File: src/rtl/stg_ma_pkg.sv
// Shared types for the amber memory-access stage: widths, opcode groups,
// FSM state encoding and the pipeline sideband record.
package stg_ma_pkg;

    localparam int HBIT_ADDR   = 47;
    localparam int HBIT_DATA   = 23;
    localparam int HBIT_OPC    = 5;
    localparam int HBIT_TGT_GP = 3;
    localparam int HBIT_TGT_SR = 1;
    localparam int HBIT_TGT_AR = 1;

    localparam logic [HBIT_OPC:0] OPC_NOP = 6'h00;
    localparam logic [HBIT_OPC:0] OPC_LD  = 6'h10;
    localparam logic [HBIT_OPC:0] OPC_LDU = 6'h11;
    localparam logic [HBIT_OPC:0] OPC_ST  = 6'h18;
    localparam logic [HBIT_OPC:0] OPC_STU = 6'h19;

    typedef enum logic [1:0] {
        MA_IDLE = 2'd0,
        MA_BUSY = 2'd1,
        MA_DONE = 2'd2
    } ma_state_t;

    typedef struct packed {
        logic [HBIT_ADDR:0]   pc;
        logic [HBIT_DATA:0]   instr;
        logic [HBIT_OPC:0]    opc;
        logic [HBIT_TGT_GP:0] tgt_gp;
        logic                 tgt_gp_we;
        logic [HBIT_TGT_SR:0] tgt_sr;
        logic                 tgt_sr_we;
        logic [HBIT_TGT_AR:0] tgt_ar;
        logic                 tgt_ar_we;
        logic [HBIT_DATA:0]   result;
        logic [HBIT_ADDR:0]   ar_result;
        logic [HBIT_ADDR:0]   sr_result;
    } ma_sb_t;

    function automatic logic is_ld(input logic [HBIT_OPC:0] opc);
        return (opc == OPC_LD) || (opc == OPC_LDU);
    endfunction

    function automatic logic is_st(input logic [HBIT_OPC:0] opc);
        return (opc == OPC_ST) || (opc == OPC_STU);
    endfunction

    function automatic ma_sb_t kill_we(input ma_sb_t s);
        ma_sb_t r;
        r           = s;
        r.tgt_gp_we = 1'b0;
        r.tgt_sr_we = 1'b0;
        r.tgt_ar_we = 1'b0;
        return r;
    endfunction

    // A bubble keeps the sideband fields but can never write anything back.
    function automatic ma_sb_t make_bubble(input ma_sb_t s);
        ma_sb_t r;
        r     = kill_we(s);
        r.opc = OPC_NOP;
        return r;
    endfunction

endpackage

File: src/rtl/ma_mem_if.sv
// Data-memory req/ack engine for stg_ma: request FSM, address/data latches
// and, when MA_TIMEOUT_EN is defined, a watchdog that abandons a silent access.
module ma_mem_if
    import stg_ma_pkg::*;
#(
    parameter int TO_CYCLES = 64
) (
    input  logic               clk_i,
    input  logic               rst_ni,
    input  logic               start_i,
    input  logic               we_i,
    input  logic [HBIT_ADDR:0] addr_i,
    input  logic [HBIT_DATA:0] wdata_i,
    input  logic               stall_i,
    input  logic               ack_i,
    input  logic [HBIT_DATA:0] rdata_i,
    output logic               mem_req_o,
    output logic               mem_we_o,
    output logic [HBIT_ADDR:0] mem_addr_o,
    output logic [HBIT_DATA:0] mem_wdata_o,
`ifdef MA_TIMEOUT_EN
    output logic               bus_err_o,
`endif
    output ma_state_t          state_o,
    output logic               fin_o,
    output logic [HBIT_DATA:0] fin_data_o,
    output logic               fin_err_o
);

    if (TO_CYCLES < 1) begin : g_bad_to_cycles
        $error("TO_CYCLES must be positive");
    end

    ma_state_t          state_q;
    logic               req_q;
    logic               we_q;
    logic [HBIT_ADDR:0] addr_q;
    logic [HBIT_DATA:0] wdata_q;
    logic [HBIT_DATA:0] data_q;
    logic               err_q;
    logic               timeout;

`ifdef MA_TIMEOUT_EN
    localparam int CW = $clog2(TO_CYCLES) + 1;
    logic [CW-1:0] cnt_q;
    logic          bus_err_q;

    assign timeout   = (state_q == MA_BUSY) && !ack_i && (cnt_q == CW'(TO_CYCLES - 1));
    assign bus_err_o = bus_err_q;
`else
    assign timeout = 1'b0;
`endif

    always_ff @(posedge clk_i or negedge rst_ni) begin
        if (!rst_ni) begin
            state_q   <= MA_IDLE;
            req_q     <= 1'b0;
            we_q      <= 1'b0;
            addr_q    <= '0;
            wdata_q   <= '0;
            data_q    <= '0;
            err_q     <= 1'b0;
`ifdef MA_TIMEOUT_EN
            cnt_q     <= '0;
            bus_err_q <= 1'b0;
`endif
        end else begin
`ifdef MA_TIMEOUT_EN
            bus_err_q <= 1'b0;
`endif
            case (state_q)
                MA_IDLE: begin
                    if (start_i) begin
                        state_q <= MA_BUSY;
                        req_q   <= 1'b1;
                        we_q    <= we_i;
                        addr_q  <= addr_i;
                        wdata_q <= wdata_i;
`ifdef MA_TIMEOUT_EN
                        cnt_q   <= '0;
`endif
                    end
                end
                MA_BUSY: begin
                    if (ack_i || timeout) begin
                        req_q   <= 1'b0;
                        data_q  <= ack_i ? rdata_i : '0;
                        err_q   <= !ack_i;
                        state_q <= stall_i ? MA_DONE : MA_IDLE;
`ifdef MA_TIMEOUT_EN
                        bus_err_q <= timeout;
`endif
                    end
`ifdef MA_TIMEOUT_EN
                    else begin
                        cnt_q <= cnt_q + 1'b1;
                    end
`endif
                end
                MA_DONE: begin
                    if (!stall_i) begin
                        state_q <= MA_IDLE;
                    end
                end
                default: state_q <= MA_IDLE;
            endcase
        end
    end

    assign mem_req_o   = req_q;
    assign mem_we_o    = we_q;
    assign mem_addr_o  = addr_q;
    assign mem_wdata_o = wdata_q;
    assign state_o     = state_q;

    // Completion is visible in the same cycle it happens so the parent can
    // load its output registers on that edge instead of one later.
    assign fin_o      = ((state_q == MA_BUSY) && (ack_i || timeout) && !stall_i)
                     || ((state_q == MA_DONE) && !stall_i);
    assign fin_data_o = (state_q == MA_BUSY) ? (ack_i ? rdata_i : '0) : data_q;
    assign fin_err_o  = (state_q == MA_BUSY) ? !ack_i : err_q;

endmodule

File: src/rtl/stg_ma.sv
// amber memory-access stage: pipeline registers, bubble insertion and stall.
// Define MA_TIMEOUT_EN to add the access watchdog and the ow_bus_err port.
module stg_ma
    import stg_ma_pkg::*;
#(
    parameter int TO_CYCLES = 64
) (
    input  logic                 iw_clk,
    input  logic                 iw_rst,
    input  logic [HBIT_ADDR:0]   iw_pc,
    input  logic [HBIT_DATA:0]   iw_instr,
    input  logic [HBIT_OPC:0]    iw_opc,
    input  logic [HBIT_TGT_GP:0] iw_tgt_gp,
    input  logic                 iw_tgt_gp_we,
    input  logic [HBIT_TGT_SR:0] iw_tgt_sr,
    input  logic                 iw_tgt_sr_we,
    input  logic [HBIT_TGT_AR:0] iw_tgt_ar,
    input  logic                 iw_tgt_ar_we,
    input  logic [HBIT_ADDR:0]   iw_addr,
    input  logic [HBIT_DATA:0]   iw_result,
    input  logic [HBIT_ADDR:0]   iw_ar_result,
    input  logic [HBIT_ADDR:0]   iw_sr_result,
    input  logic                 iw_mem_ack,
    input  logic [HBIT_DATA:0]   iw_mem_rdata,
    input  logic                 iw_flush,
    input  logic                 iw_stall,
    output logic [HBIT_ADDR:0]   ow_pc,
    output logic [HBIT_DATA:0]   ow_instr,
    output logic [HBIT_OPC:0]    ow_opc,
    output logic [HBIT_TGT_GP:0] ow_tgt_gp,
    output logic                 ow_tgt_gp_we,
    output logic [HBIT_TGT_SR:0] ow_tgt_sr,
    output logic                 ow_tgt_sr_we,
    output logic [HBIT_TGT_AR:0] ow_tgt_ar,
    output logic                 ow_tgt_ar_we,
    output logic [HBIT_DATA:0]   ow_result,
    output logic [HBIT_ADDR:0]   ow_ar_result,
    output logic [HBIT_ADDR:0]   ow_sr_result,
    output logic                 ow_mem_req,
    output logic                 ow_mem_we,
    output logic [HBIT_ADDR:0]   ow_mem_addr,
    output logic [HBIT_DATA:0]   ow_mem_wdata,
`ifdef MA_TIMEOUT_EN
    output logic                 ow_bus_err,
`endif
    output logic                 ow_stall
);

    ma_sb_t             in_sb;
    ma_sb_t             out_q, out_d;
    ma_sb_t             hold_q, hold_d;
    ma_state_t          mem_state;
    logic               is_mem;
    logic               start;
    logic               fin;
    logic               fin_err;
    logic [HBIT_DATA:0] fin_data;

    always_comb begin
        in_sb           = '0;
        in_sb.pc        = iw_pc;
        in_sb.instr     = iw_instr;
        in_sb.opc       = iw_opc;
        in_sb.tgt_gp    = iw_tgt_gp;
        in_sb.tgt_gp_we = iw_tgt_gp_we;
        in_sb.tgt_sr    = iw_tgt_sr;
        in_sb.tgt_sr_we = iw_tgt_sr_we;
        in_sb.tgt_ar    = iw_tgt_ar;
        in_sb.tgt_ar_we = iw_tgt_ar_we;
        in_sb.result    = iw_result;
        in_sb.ar_result = iw_ar_result;
        in_sb.sr_result = iw_sr_result;
    end

    assign is_mem = is_ld(iw_opc) || is_st(iw_opc);
    assign start  = (mem_state == MA_IDLE) && !iw_stall && !iw_flush && is_mem;

    ma_mem_if #(
        .TO_CYCLES (TO_CYCLES)
    ) u_mem_if (
        .clk_i       (iw_clk),
        .rst_ni      (iw_rst),
        .start_i     (start),
        .we_i        (is_st(iw_opc)),
        .addr_i      (iw_addr),
        .wdata_i     (iw_result),
        .stall_i     (iw_stall),
        .ack_i       (iw_mem_ack),
        .rdata_i     (iw_mem_rdata),
        .mem_req_o   (ow_mem_req),
        .mem_we_o    (ow_mem_we),
        .mem_addr_o  (ow_mem_addr),
        .mem_wdata_o (ow_mem_wdata),
`ifdef MA_TIMEOUT_EN
        .bus_err_o   (ow_bus_err),
`endif
        .state_o     (mem_state),
        .fin_o       (fin),
        .fin_data_o  (fin_data),
        .fin_err_o   (fin_err)
    );

    // A finishing access owns the output registers; otherwise only an
    // unstalled IDLE cycle may load new work. BUSY/DONE ignore flush.
    always_comb begin
        out_d  = out_q;
        hold_d = hold_q;
        if (fin) begin
            out_d = hold_q;
            if (fin_err) begin
                out_d        = kill_we(hold_q);
                out_d.result = '0;
            end else if (is_ld(hold_q.opc)) begin
                out_d.result = fin_data;
            end else begin
                out_d = kill_we(hold_q);
            end
        end else if ((mem_state == MA_IDLE) && !iw_stall) begin
            if (iw_flush || is_mem) begin
                out_d = make_bubble(in_sb);
            end else begin
                out_d = in_sb;
            end
            if (start) begin
                hold_d = in_sb;
            end
        end
    end

    always_ff @(posedge iw_clk or negedge iw_rst) begin
        if (!iw_rst) begin
            out_q  <= '0;
            hold_q <= '0;
        end else begin
            out_q  <= out_d;
            hold_q <= hold_d;
        end
    end

    assign ow_pc        = out_q.pc;
    assign ow_instr     = out_q.instr;
    assign ow_opc       = out_q.opc;
    assign ow_tgt_gp    = out_q.tgt_gp;
    assign ow_tgt_gp_we = out_q.tgt_gp_we;
    assign ow_tgt_sr    = out_q.tgt_sr;
    assign ow_tgt_sr_we = out_q.tgt_sr_we;
    assign ow_tgt_ar    = out_q.tgt_ar;
    assign ow_tgt_ar_we = out_q.tgt_ar_we;
    assign ow_result    = out_q.result;
    assign ow_ar_result = out_q.ar_result;
    assign ow_sr_result = out_q.sr_result;

    // Held low during reset so every output reads 0 while iw_rst is asserted.
    assign ow_stall = iw_rst && ((mem_state != MA_IDLE) || iw_stall);

endmodule
File: config.mk
export PLATFORM = sky130hd
export DESIGN_NAME = stg_ma
export DESIGN_NICKNAME = d
export VERILOG_FILES = /design/src/rtl/stg_ma_pkg.sv /design/src/rtl/ma_mem_if.sv /design/src/rtl/stg_ma.sv
export SDC_FILE = /design/constraint.sdc
export NUM_CORES = 1
export LEC_CHECK = 0
export CAP_MARGIN = 10
export CORE_AREA = 2 2 245 247
export CTS_CLUSTER_DIAMETER = 100
export DETAILED_ROUTE_END_ITERATION = 6
export DIE_AREA = 0 0 247 249
export PLACE_DENSITY = 0.73
export REMOVE_ABC_BUFFERS = 1
export SYNTH_ARGS = -nofsm -noshare
export SYNTH_HDL_FRONTEND = slang
export SYNTH_HIERARCHICAL = 1
export SYNTH_SLANG_ARGS = --single-unit
export TNS_END_PERCENT = 50
File: constraint.sdc
create_clock -name iw_clk -period 5.9 [get_ports iw_clk]
set_input_delay 1.18 -clock iw_clk [delete_from_list [all_inputs] [get_ports iw_clk]]
set_output_delay 1.18 -clock iw_clk [all_outputs]
set_load 0.02 [all_outputs]
==> reports/metrics.cfg, run 1 <==
[cts]
max-clock-path-buffers=3
cts_root_buffer=clkbuf_16
postCtsSetupRepairBufs=0
postCtsResizedCells=0
cts_max_level=2
cts_tree=built
path_clk_slew_ns=0.06
cts_sinks=519
numCtsBuffers=56
postCtsHoldBufs=0
clkLatencyLatePin_ns=0.60

[synth]
synth_xor_area_share_pct=0
ys_ff_latch=519
ys.flop_type=dfrtp_1
synth-async-reset-ratio_pct=100
syn_area_per_cell_um2=13.3
synth_fa_ha_area_share_pct=0
muxShareOfSynthArea_pct=24.7
synthCells=1658
synth-compound-area-share_pct=7.83
synth.top_cell.area_share_pct=58.7
yosysTopAreaCell=dfrtp_1
seq_area_frac_synth_pct=58.7
synth_area_mm2=0.0221
synth_cell_types=37
synth_area_leaders=dfrtp_1 59%, mux2i_1 8.1%, mux2_2 6.7%
synth_edf_count=0
yosysWarningCount=6
synth_simple_gate_area_share_pct=5.41
synth_top_family_by_area=multiplexers

[critical_path]
r2r_start=u_mem_if/state_o[0]
r2r_end=ow_opc[3]
cp_max_fo=56
crit_required_ns=4.72
start_kind=flop
reg2regPathDepth=6
critPathKind=reg -> out
critPathLaunch=u_mem_if/state_o[0]
worstSetupEndpointType=primary output
cp-endpoint=ow_stall
r2r_slack_ns=2.17
critical_path_arrival_ns=3.14

[status]
status=finished clean

[placed_design]
dpl.hpwl_um=40700
numPortBuffers=569
gp_congestion=0.795

[run]
maxCapViolations=0

[pwr]
ir_drop_mv=0.220
p_leak_nw=13.2
power_mw=10.3
power.density_mw_per_mm2=339

[sta]
clock-skew-final_ns=0.0118
fmax_ghz=0.231
hold_ws_ns=0.475
finalCritPeriodShare_pct=73.3
slew_headroom_pct=26.4
rsz0062_at_grt=false
setup_viol=0
slew_violations=0
tightest_slew_ns=1.10
hold_violations=0
fin_crit_ns=4.32

[global_route]
grt_usage_pct=19.3
grt_overflow=0
grt_pass1_wl_um=94200
antenna_found_initial=4
grt_max_degree=233
grt_pass1_vias=16400

[route]
dr.pass1.iters=5
wl_per_cell_um=20.1
vias_per_cell=5.07
detail-route-antenna-nets=0
routed-via-count=15200
wl_um=60500
drt-initial-drc-count=833
drc=0

[finish]
syn_to_final_growth_pct=36.8
final_util_pct=51.6
nFillCells=4921
nets=2473
final_cell_mix=567 x clkdlybuf4s50_1, 518 x dfrtp_1, 182 x o21ai_0
layout_commonest_cell=clkdlybuf4s50_1
layout-drive-gt1-share_pct=15.8

[floorplanning]
initial_core_util_pct=37.7
die_h_um=249
die_w_um=247
dieArea_mm2=0.0615
num_rows=89
core-area_mm2=0.0587
io_pins=570

[min_path]
hp-class=reg -> reg

==> cell families (layout without fill, tap and decap cells) <==
family | Yosys count | in the layout
muxes | 482 | 482
AOI/OAI and AO/OA | 288 | 288
other | 0 | 2
DFF | 519 | 519
buffers and inverters | 125 | 696
and+or+nand+nor | 244 | 244
==> report_power, final <==
part           internal (mW)  leakage (nW)  switching (mW)
Clock                   2.18         0.944            1.45
Combinational           1.16          5.81           0.960
Sequential              4.16          6.47           0.339
==> state kept, by name (all words and copies together) (netlist names), 2 cells and up <==
signal	cells
u_mem_if/mem_wdata_o	24
u_mem_if/mem_addr_o	48
ow_sr_result	48
ow_instr	24
u_mem_if/data_q	24
ow_result	24
ow_ar_result	48
ow_pc	48
u_mem_if/state_o	2
ow_tgt_sr	2
ow_tgt_ar	2
ow_tgt_gp	4
hold_q	209
ow_opc	6
==> cell usage after synthesis (all sizes together), types with 5 or more instances <==
master  instances
mux2          302
a22o           24
nand2         180
nor2            6
buf            53
mux2i         180
a21oi          27
or4b           25
nor2b           5
a221o          27
o21ai         182
dfrtp         519
o31ai          24
and2            5
nor3            5
clkbuf         68
==> worst min-delay path by stage <==
stage | depth (start not counted) | endpoint | startpoint
2_1_floorplan | 2 | ow_pc[46] | hold_q[207]
5_1_grt | 2 | ow_sr_result[39] | hold_q[39]
3_5_place_dp | 2 | ow_instr[18] | hold_q[155]
4_1_cts | 2 | ow_instr[18] | hold_q[155]
3_3_place_gp | 2 | ow_pc[9] | hold_q[170]
6_report | 2 | ow_instr[11] | hold_q[148]
==> layer usage <==
| layer | share of wire [%] | vias up | global-route usage (%) |
|---|---|---|---|
| met4 | 3.0 | 4 | 6.18 |
| met1 | 40 | 7657 | 23.3 |
| met3 | 7.0 | 106 | 5.04 |
| met5 | 0.040 | - | 0 |
| li1 | - | 6975 | - |
| met2 | 50 | 480 | 33.4 |
==> stage by stage <==
step,instance area (um^2),setup WS [ns],setup TNS [ns],cells
after detailed placement,28400,1.46,0,2902
after global placement,28400,1.46,0,2902
after global routing,30300,1.41,0,3003
after floorplan,21400,-34.63,-9403.69,1537
final,30300,1.58,0,3004
after CTS,30300,1.49,0,3002
==> final cells by class <==
class | count | area (um^2) | area share [%]
Antenna cell | 2 | 5.00 | 0.0165
Clock buffer | 79 | 1630 | 5.38
Clock inverter | 21 | 284 | 0.938
Inverter | 4 | 15.0 | 0.0496
Multi-Input combinational cell | 1014 | 8440 | 27.9
Sequential cell | 519 | 13000 | 42.9
Tap cell | 773 | 967 | 3.20
Timing Repair Buffer | 592 | 5940 | 19.6
==> critical path, cell delays in order, from the launching register on <==
cell	delay, ns
dfrtp_2	1.06
or3_4	0.61
and2_1	0.20
clkdlybuf4s50_1	0.65
Note: power is estimated with default switching activity, not from simulation.
==> run 2, diff against run 1 <==
- PLACE_DENSITY: 0.73 -> 0.76
- clock period: 5.9 -> 3.6 ns (I/O delays scaled with it)
==> reports/metrics.cfg, run 2 (synthesis gave the netlist of run 1 again) <==
[global_route]
grt_max_degree=173
antenna_found_initial=8
grt_pass1_vias=16400
grt_overflow=0
grt_pass1_wl_um=93600
grt_usage_pct=19.2

[route]
drt-initial-drc-count=804
dr.pass1.iters=4
vias_per_cell=5.09
routed-via-count=15400
wl_per_cell_um=19.9
drc=0
wl_um=60100
detail-route-antenna-nets=0

[cts]
cts_tree=built
numCtsBuffers=53
max-clock-path-buffers=3
postCtsSetupRepairBufs=0
cts_root_buffer=clkbuf_16
path_clk_slew_ns=0.06
cts_max_level=2
cts_sinks=519
clkLatencyLatePin_ns=0.60

[run]
maxCapViolations=0

[sta]
hold_violations=0
fin_crit_ns=3.14
rsz0062_at_grt=false
setup_viol=0
hold_ws_ns=0.472
slew_headroom_pct=27.8
clock-skew-final_ns=0.0250
setup_tns_ns=0
tightest_slew_ns=1.08
slew_violations=0
fin_ws_ns=0.456
fmax_ghz=0.318
finalCritPeriodShare_pct=87.3

[critical_path]
crit_required_ns=2.88
worstSetupEndpointType=primary output
r2r_start=u_mem_if/state_o[0]
critPathSlowestCell=clkdlybuf4s50_1
r2r_slack_ns=0.68
reg2regPathDepth=7
slowest_delay_ns=0.58
worstSetupPathDepth=3
cp_num_buf_inv=1
cp_max_fo=18
r2r_end=hold_q[88]
start_kind=flop
critical_path_arrival_ns=2.42
critPathLaunch=u_mem_if/state_o[0]
cp-endpoint=ow_stall
worstPathCellList=or3_4, and2_1, clkdlybuf4s50_1
crit_family=simple AND/OR/NAND/NOR gates
critPathKind=reg -> out

[min_path]
hp-class=reg -> reg

[pwr]
power_mw=16.6
p_leak_nw=13.3
power.density_mw_per_mm2=545
ir_drop_mv=0.409

[finish]
final_util_pct=51.9
top_register=hold_q
layout_commonest_cell=clkdlybuf4s50_1
largest_reg_flops=209
layout-drive-gt1-share_pct=16.4
final_cell_mix=567 x clkdlybuf4s50_1, 517 x dfrtp_1, 182 x o21ai_0
nets=2490
syn_to_final_growth_pct=37.6

[floorplanning]
initial_core_util_pct=37.7
die_h_um=249
die_w_um=247
dieArea_mm2=0.0615
num_rows=89
io_pins=570
core-area_mm2=0.0587

[placed_design]
dpl.hpwl_um=41100
numPortBuffers=569
gp_congestion=0.815
pre_cts_ws_ns=0.0736

[status]
status=finished clean

-- run 2: metrics by stage --
step                instance area [um^2]  std cells
finish                             30500       3026
global route                       30500       3026
CTS                                30400       3020
detailed placement                 28600       2921
global placement                   28600       2921
floorplan                          21400       1537
-- run 2: layer usage --
layer	wire length (um)	GRT usage [%]	part of all wire (%)	vias up
li1	-	-	-	7018
met1	24600	24.0	41	7754
met2	29500	32.2	49	515
met3	3880	4.56	6.5	124
met4	2160	7.40	3.6	2
met5	11	0	0.018	-
-- run 2: power by group --
part	internal, mW	switching [mW]	total, mW
clock network	3.42	2.31	5.73
logic	1.91	1.57	3.47
registers	6.82	0.580	7.40
total	12.2	4.46	16.6
-- run 2: area by class of cell --
cell class | instances | area (um^2)
fill | 4892 | 28200
clock inverter | 19 | 233
tap | 773 | 967
clock buffer | 79 | 1600
antenna | 6 | 15.0
multi-input combinational | 1014 | 8440
timing repair buffer | 612 | 6200
inverter | 4 | 15.0
sequential | 519 | 13000
-- run 2: what timing repair did --
item	in CTS	in global routing
hold endpoints to repair	25	0
hold buffers	1	0
gates resized for setup	0	0
endpoints found under the setup margin	0	0
-- run 2: tightest hold or removal path, cell delays in order (launching register included) --
cell and delay, ns:
dfrtp_1 0.33, nand2_1 0.05, o21ai_0 0.06
-- run 2: how the worst min path moves through the flow --
stage,slack [ns],startpoint,to,depth (start not counted)
floorplan,0.42,iw_rst,hold_q[0],0
global placement,0.45,hold_q[151],ow_instr[14],2
detailed placement,0.46,hold_q[150],ow_instr[13],2
CTS,0.47,hold_q[150],ow_instr[13],2
global route,0.49,hold_q[157],ow_instr[20],2
finish,0.47,hold_q[150],ow_instr[13],2
